$ cat src/rtl/logic_exec_stage_if.sv
// logic_exec_stage_if
//   Handshake bundle between the logic slice, the exec stage and writeback.
//   Upstream side:   in_valid, in_ready, op, a, b
//   Downstream side: out_valid, out_ready, result, zero, all_ones
//   master - the environment (drives operations, accepts results)
//   slave  - the exec stage itself
interface logic_exec_stage_if #(
  parameter int WIDTH = 8
);
  logic             in_valid;
  logic             in_ready;
  logic [1:0]       op;
  logic [WIDTH-1:0] a;
  logic [WIDTH-1:0] b;
  logic             out_valid;
  logic             out_ready;
  logic [WIDTH-1:0] result;
  logic             zero;
  logic             all_ones;

  modport master (
    output in_valid, op, a, b, out_ready,
    input  in_ready, out_valid, result, zero, all_ones
  );

  modport slave (
    input  in_valid, op, a, b, out_ready,
    output in_ready, out_valid, result, zero, all_ones
  );
endinterface

$ cat src/rtl/logic_exec_stage.sv
// logic_exec_stage
//   Registered bitwise-logic stage: NOT / AND / OR / XOR built from gate
//   primitives, results held in a 2-entry FIFO with valid/ready handshake.
//   Ports:
//     clk      - rising-edge clock
//     rst_n    - asynchronous active-low reset
//     bus      - logic_exec_stage_if.slave (operation in, result out)
//     op_count - results popped since reset, wraps silently
//
//   state | meaning
//   EMPTY | no entries; out_valid=0, in_ready=1
//   ONE   | one entry;  out_valid=1, in_ready=1
//   FULL  | two entries; out_valid=1, in_ready=0
//   The state encoding doubles as the 2-bit entry count.
module logic_exec_stage #(
  parameter int WIDTH = 8,
  parameter int CNT_W = 16
) (
  input  logic                  clk,
  input  logic                  rst_n,
  logic_exec_stage_if.slave     bus,
  output logic [CNT_W-1:0]      op_count
);

  typedef enum logic [1:0] {
    EMPTY = 2'd0,
    ONE   = 2'd1,
    FULL  = 2'd2
  } state_t;

  localparam logic [CNT_W-1:0] CNT_ONE = {{(CNT_W-1){1'b0}}, 1'b1};

  state_t           state;
  logic             wr_ptr;
  logic             rd_ptr;
  logic [WIDTH-1:0] data_q [2];
  logic             zero_q [2];
  logic             ones_q [2];
  logic             out_valid_q;
  logic             in_ready_q;

  logic [WIDTH-1:0] a_in;
  logic [WIDTH-1:0] b_in;
  logic [WIDTH-1:0] not_a;
  logic [WIDTH-1:0] and_ab;
  logic [WIDTH-1:0] or_ab;
  logic [WIDTH-1:0] xor_ab;
  logic [WIDTH-1:0] result_c;
  logic             push;
  logic             pop;

  assign a_in = bus.a;
  assign b_in = bus.b;

  // One cell of each kind per bit; no carries between bits.
  for (genvar i = 0; i < WIDTH; i++) begin : g_slice
    not u_not (not_a[i],  a_in[i]);
    and u_and (and_ab[i], a_in[i], b_in[i]);
    or  u_or  (or_ab[i],  a_in[i], b_in[i]);
    xor u_xor (xor_ab[i], a_in[i], b_in[i]);
  end

  always_comb begin
    result_c = '0;
    case (bus.op)
      2'b00:   result_c = not_a;
      2'b01:   result_c = and_ab;
      2'b10:   result_c = or_ab;
      2'b11:   result_c = xor_ab;
      default: result_c = '0;
    endcase
  end

  // Handshake qualifiers use only registered ready/valid, so in_ready never
  // depends combinationally on out_ready.
  assign push = bus.in_valid && in_ready_q;
  assign pop  = out_valid_q && bus.out_ready;

  always_ff @(posedge clk or negedge rst_n) begin
    if (!rst_n) begin
      state       <= EMPTY;
      wr_ptr      <= 1'b0;
      rd_ptr      <= 1'b0;
      data_q[0]   <= '0;
      data_q[1]   <= '0;
      zero_q[0]   <= 1'b1;
      zero_q[1]   <= 1'b1;
      ones_q[0]   <= 1'b0;
      ones_q[1]   <= 1'b0;
      out_valid_q <= 1'b0;
      in_ready_q  <= 1'b1;
      op_count    <= '0;
    end else begin
      // Storage is only written on an accepted push, so X on op/a/b while
      // in_valid=0 never reaches the buffer.
      if (push) begin
        data_q[wr_ptr] <= result_c;
        zero_q[wr_ptr] <= (result_c == '0);
        ones_q[wr_ptr] <= &result_c;
        wr_ptr         <= ~wr_ptr;
      end
      if (pop) begin
        rd_ptr   <= ~rd_ptr;
        op_count <= op_count + CNT_ONE;
      end

      case (state)
        EMPTY: begin
          if (push) begin
            state       <= ONE;
            out_valid_q <= 1'b1;
            in_ready_q  <= 1'b1;
          end
        end
        ONE: begin
          if (push && !pop) begin
            state       <= FULL;
            out_valid_q <= 1'b1;
            in_ready_q  <= 1'b0;
          end else if (pop && !push) begin
            state       <= EMPTY;
            out_valid_q <= 1'b0;
            in_ready_q  <= 1'b1;
          end
        end
        FULL: begin
          if (pop) begin
            state       <= ONE;
            out_valid_q <= 1'b1;
            in_ready_q  <= 1'b1;
          end
        end
        default: begin
          state       <= EMPTY;
          out_valid_q <= 1'b0;
          in_ready_q  <= 1'b1;
        end
      endcase
    end
  end

  assign bus.out_valid = out_valid_q;
  assign bus.in_ready  = in_ready_q;
  assign bus.result    = data_q[rd_ptr];
  assign bus.zero      = zero_q[rd_ptr];
  assign bus.all_ones  = ones_q[rd_ptr];

endmodule
$ cat src/flat_wrapper.sv
// flat-port wrapper written by rule: the top's interface ports become plain ports
module logic_exec_stage_flat 
#(
  parameter int WIDTH = 8,
  parameter int CNT_W = 16
)
  (clk, rst_n, op_count, bus_in_valid, bus_op, bus_a, bus_b, bus_out_ready, bus_in_ready, bus_out_valid, bus_result, bus_zero, bus_all_ones);
  logic_exec_stage_if #(.WIDTH(WIDTH)) bus_i ();
  input  logic clk;
  input  logic rst_n;
  output logic [CNT_W-1:0] op_count;
  input wire logic [$bits(bus_i.in_valid)-1:0] bus_in_valid;
  input wire logic [$bits(bus_i.op)-1:0] bus_op;
  input wire logic [$bits(bus_i.a)-1:0] bus_a;
  input wire logic [$bits(bus_i.b)-1:0] bus_b;
  input wire logic [$bits(bus_i.out_ready)-1:0] bus_out_ready;
  output wire logic [$bits(bus_i.in_ready)-1:0] bus_in_ready;
  output wire logic [$bits(bus_i.out_valid)-1:0] bus_out_valid;
  output wire logic [$bits(bus_i.result)-1:0] bus_result;
  output wire logic [$bits(bus_i.zero)-1:0] bus_zero;
  output wire logic [$bits(bus_i.all_ones)-1:0] bus_all_ones;
  assign bus_i.in_valid = bus_in_valid;
  assign bus_i.op = bus_op;
  assign bus_i.a = bus_a;
  assign bus_i.b = bus_b;
  assign bus_i.out_ready = bus_out_ready;
  assign bus_in_ready = bus_i.in_ready;
  assign bus_out_valid = bus_i.out_valid;
  assign bus_result = bus_i.result;
  assign bus_zero = bus_i.zero;
  assign bus_all_ones = bus_i.all_ones;
  logic_exec_stage #(.WIDTH(WIDTH), .CNT_W(CNT_W)) u_core (.clk(clk), .rst_n(rst_n), .bus(bus_i), .op_count(op_count));
endmodule
$ cat config.mk
export PLATFORM = sky130hd
export DESIGN_NAME = logic_exec_stage_flat
export DESIGN_NICKNAME = d
export VERILOG_FILES = /design/src/rtl/logic_exec_stage_if.sv /design/src/rtl/logic_exec_stage.sv /design/src/flat_wrapper.sv
export SDC_FILE = /design/constraint.sdc
export NUM_CORES = 1
export LEC_CHECK = 0
export BUFFER_PORTS_ARGS = -buffer_cell sky130_fd_sc_hd__buf_4
export CORE_MARGIN = 10
export CORE_UTILIZATION = 40
export DETAILED_ROUTE_END_ITERATION = 10
export GPL_TIMING_DRIVEN = 0
export HOLD_SLACK_MARGIN = 0.03
export PLACE_DENSITY = 0.6
export SKIP_LAST_GASP = 1
export SYNTH_ARGS = -nofsm -noshare
export SYNTH_HDL_FRONTEND = slang
export SYNTH_SLANG_ARGS = --single-unit
$ cat constraint.sdc
create_clock -name clk -period 2.6 [get_ports clk]
set_clock_uncertainty 0.1 [all_clocks]
set_input_delay 0.52 -clock clk [delete_from_list [all_inputs] [get_ports clk]]
set_output_delay 0.52 -clock clk [all_outputs]
set_load 0.005 [all_outputs]
==> results.cfg <==
[power]
p_per_area_mw_per_mm2 = 417.0
leakage_power_total_uw = 0.001469
max-vdd-ir-drop_mv = 0.1465

[cells_and_area]
sequential_cell_area_mm2 = 0.001055
drive_above_1_share = 0.2920
layout.cells.most_common = sky130_fd_sc_hd__buf_4
most_used_cells_in_the_layout_excluding_fill_and_tap_cells = 47 x sky130_fd_sc_hd__buf_4, 39 x sky130_fd_sc_hd__dfrtp_1, 32 x sky130_fd_sc_hd__inv_1, 32 x sky130_fd_sc_hd__nand2_1, 18 x sky130_fd_sc_hd__o21ai_0
design.final.nets = 312
n_antenna_cell = 0
n_fill_cell = 553
area_growth_pct = 22.98
multi_input_comb_area_mm2 = 0.001115
final_cell_area_mm2 = 0.002859

[critical_path]
kind_of_capture_point_of_the_worst_setup_path = output port
crit_path_launch_type = flop
cp_data_arrival_time_ps = 1690
setup_crit_path_kind = flop to output port
worstPathRequired_ps = 1980
critical_path_peak_fanout = 10
r2r_setup_slack_ps = 780

[synthesis]
synth_warnings = 0
post_synth.cell_area_avg_um2 = 10.62
postSynth.asyncResetShare = 1.000
synth_cell_type_count = 31
post_synth_instance_area_mm2 = 0.002325
yosysSeqAreaShare = 0.4537
synth_edf_count = 0
yosys_register_bits = 42
synth-main-ff-cell = sky130_fd_sc_hd__dfrtp_1
synthCells = 219
mappedNetlistNets = 258

[timing]
slew-limit-headroom = 0.5915
totalNegativeSetupSlack_ps = 0
final-setup-viol-count = 0
final_hold_vio_count = 0
final.period_utilization = 0.8877
upper_clock_frequency_limit_mhz = 433.3
post_layout_min_period_ps = 2308
slew_viol_final = 0
rsz0062_at_grt = no
worst_slew_pin_slew_ps = 612.7
postLayoutSetupSlackWorst_ps = 292.1

[routing]
dr_total_vias = 1703
first_iter_violations = 59
wirelength_routed_um = 4741
drc = 0
routed_wire_length_per_instance_um = 13.70
avgViaCountPerCell = 4.922
first_pass_iteration_count_of_the_detailed_router = 4
detail-route-antenna-nets = 0

[die]
core_mm2 = 0.005574
row_count = 27
design.portCount = 50
initial_utilization = 0.4171
floorplan.die.width_um = 96.24
die_area_mm2 = 0.009261
die_height_um = 96.24

[global_routing]
maximum_number_of_pins_on_one_net_before_global_route_repair = 43
grt_pass1_wl_um = 8328
antenna_found_initial = 0
use_met2 = 0.1850
grt.met1_usage = 0.1381
first_global_vias = 1816
grt.met3_usage = 0.03346
grt-busiest-layer = met2
grt_overflow = 0
grt_use_total = 0.1136

[clocking]
holdBufCountCts = 0
cts_made_buffers = 5
cts_setup_buffers = 0
clock_sink_count = 42
cell_chosen_for_the_clock_root = sky130_fd_sc_hd__clkbuf_8
cts_buffer_depth = 2
cts_repair_resize_count = 0
clkSlewWorstSetupHoldPaths_ps = 80
h-tree-depth = 2
cts_tree = done
clock_latency_at_the_later_pin_of_the_worst_skew_pair_ps = 290

[placed_design]
io_buffers = 47
placement.cell_area_mm2 = 0.002768
gpl.final_weighted_congestion = 0.7678
place_hpwl_um = 3692
dpl_worst_slack_ps = 126.5

[outcome]
status = finished, final reports clean

[hold_path]
hold_path_class = primary input to asynchronous set/reset pin

[run]
drv_cap = 0
## cells in the mapped netlist (2+ instances only)
| master | count | share of area |
|---|---|---|
| sky130_fd_sc_hd__dfrtp_1 | 39 | 0.42 |
| sky130_fd_sc_hd__inv_1 | 32 | 0.052 |
| sky130_fd_sc_hd__nand2_1 | 32 | 0.052 |
| sky130_fd_sc_hd__o21ai_0 | 18 | 0.039 |
| sky130_fd_sc_hd__ha_1 | 17 | 0.091 |
| sky130_fd_sc_hd__xnor2_1 | 12 | 0.045 |
| sky130_fd_sc_hd__mux2_2 | 11 | 0.053 |
| sky130_fd_sc_hd__nand3_1 | 7 | 0.015 |
| sky130_fd_sc_hd__clkbuf_1 | 5 | 0.0081 |
| sky130_fd_sc_hd__mux4_2 | 5 | 0.048 |
| sky130_fd_sc_hd__nand4_1 | 5 | 0.013 |
| sky130_fd_sc_hd__xor2_1 | 5 | 0.019 |
| sky130_fd_sc_hd__and3_1 | 3 | 0.0081 |
| sky130_fd_sc_hd__dfstp_2 | 3 | 0.034 |
| sky130_fd_sc_hd__mux4_1 | 3 | 0.034 |
| sky130_fd_sc_hd__nor2_1 | 3 | 0.0048 |
| sky130_fd_sc_hd__nor3_1 | 2 | 0.0043 |
| sky130_fd_sc_hd__o31ai_1 | 2 | 0.0065 |
| sky130_fd_sc_hd__o31ai_2 | 2 | 0.011 |
| sky130_fd_sc_hd__or4_4 | 2 | 0.0097 |
## flip-flops by register name, summed over array words and instances (netlist names)
| register | flops |
|---|---|
| u_core.op_count | 16 |
| u_core.ones_q | 2 |
| u_core.wr_ptr | 1 |
| u_core.data_q | 16 |
| u_core.bus.in_ready | 1 |
| u_core.zero_q | 2 |
| u_core.rd_ptr | 1 |
| u_core.state | 2 |
| u_core.bus.out_valid | 1 |
## layout make-up
type | count | share of cell area
clock inverter | 1 | 0.001751
inverter | 32 | 0.04201
buffer | 7 | 0.01225
clock buffer | 7 | 0.03020
multi-input combinational | 138 | 0.3899
tap | 72 | 0.03151
sequential | 42 | 0.3689
timing repair buffer | 47 | 0.1234
## worst max-delay path, stage by stage (launching register included)
cell and delay [ps]:
sky130_fd_sc_hd__dfrtp_1 350, sky130_fd_sc_hd__clkbuf_1 480, sky130_fd_sc_hd__mux2_2 420, sky130_fd_sc_hd__buf_4 140
## kinds of logic (layout without fill, tap and decap cells)
| group | Yosys count | in the layout | share of synthesized area |
|---|---|---|---|
| compound gates | 25 | 25 | 0.06351 |
| xor+xnor | 17 | 17 | 0.06405 |
| fa+ha+maj | 18 | 18 | 0.09580 |
| buf+inv | 39 | 94 | 0.06674 |
| flops | 42 | 42 | 0.4537 |
| mux | 19 | 19 | 0.1356 |
| simple gates | 59 | 59 | 0.1206 |
## power breakdown
group	total (uW)	internal (uW)	leakage [uW]	switching, uW
Clock	424	214	0.0000482	210
Combinational	115	55.2	0.000850	60.1
Sequential	653	653	0.000571	0
## final timing paths
kind,from,to,depth (start not counted)
max,u_core.rd_ptr$_DFFE_PN0P_,bus_zero,3
min,rst_n,u_core.op_count[2]$_DFFE_PN0P_,1
max reg2reg,u_core.bus.out_valid$_DFFE_PN0P_,u_core.op_count[15]$_DFFE_PN0P_,4
min reg2reg,u_core.zero_q[0]$_DFFE_PN1P_,u_core.zero_q[0]$_DFFE_PN1P_,2
max in group asynchronous,rst_n,u_core.zero_q[1]$_DFFE_PN1P_,1
min in group clk,bus_in_valid,u_core.bus.in_ready$_DFFE_PN1P_,2
## routing by layer
metal / wire, um / part of all wire
met3: 325 / 0.069
met5: 0 / 0
met4: 65 / 0.014
met2: 2282 / 0.48
met1: 2067 / 0.44
## metrics by stage
stage                       util  hold WS, ps  instances  total power, uW
after CTS                 0.5129        123.8        346             1212
after floorplan                -        124.4        219            727.0
after detailed placement  0.4965        362.1        338            783.4
after global placement    0.4965        357.7        338            778.2
after global routing      0.5129        143.6        346             1251
final                     0.5129        102.9        346             1192
(Power assumes the default switching activity.)
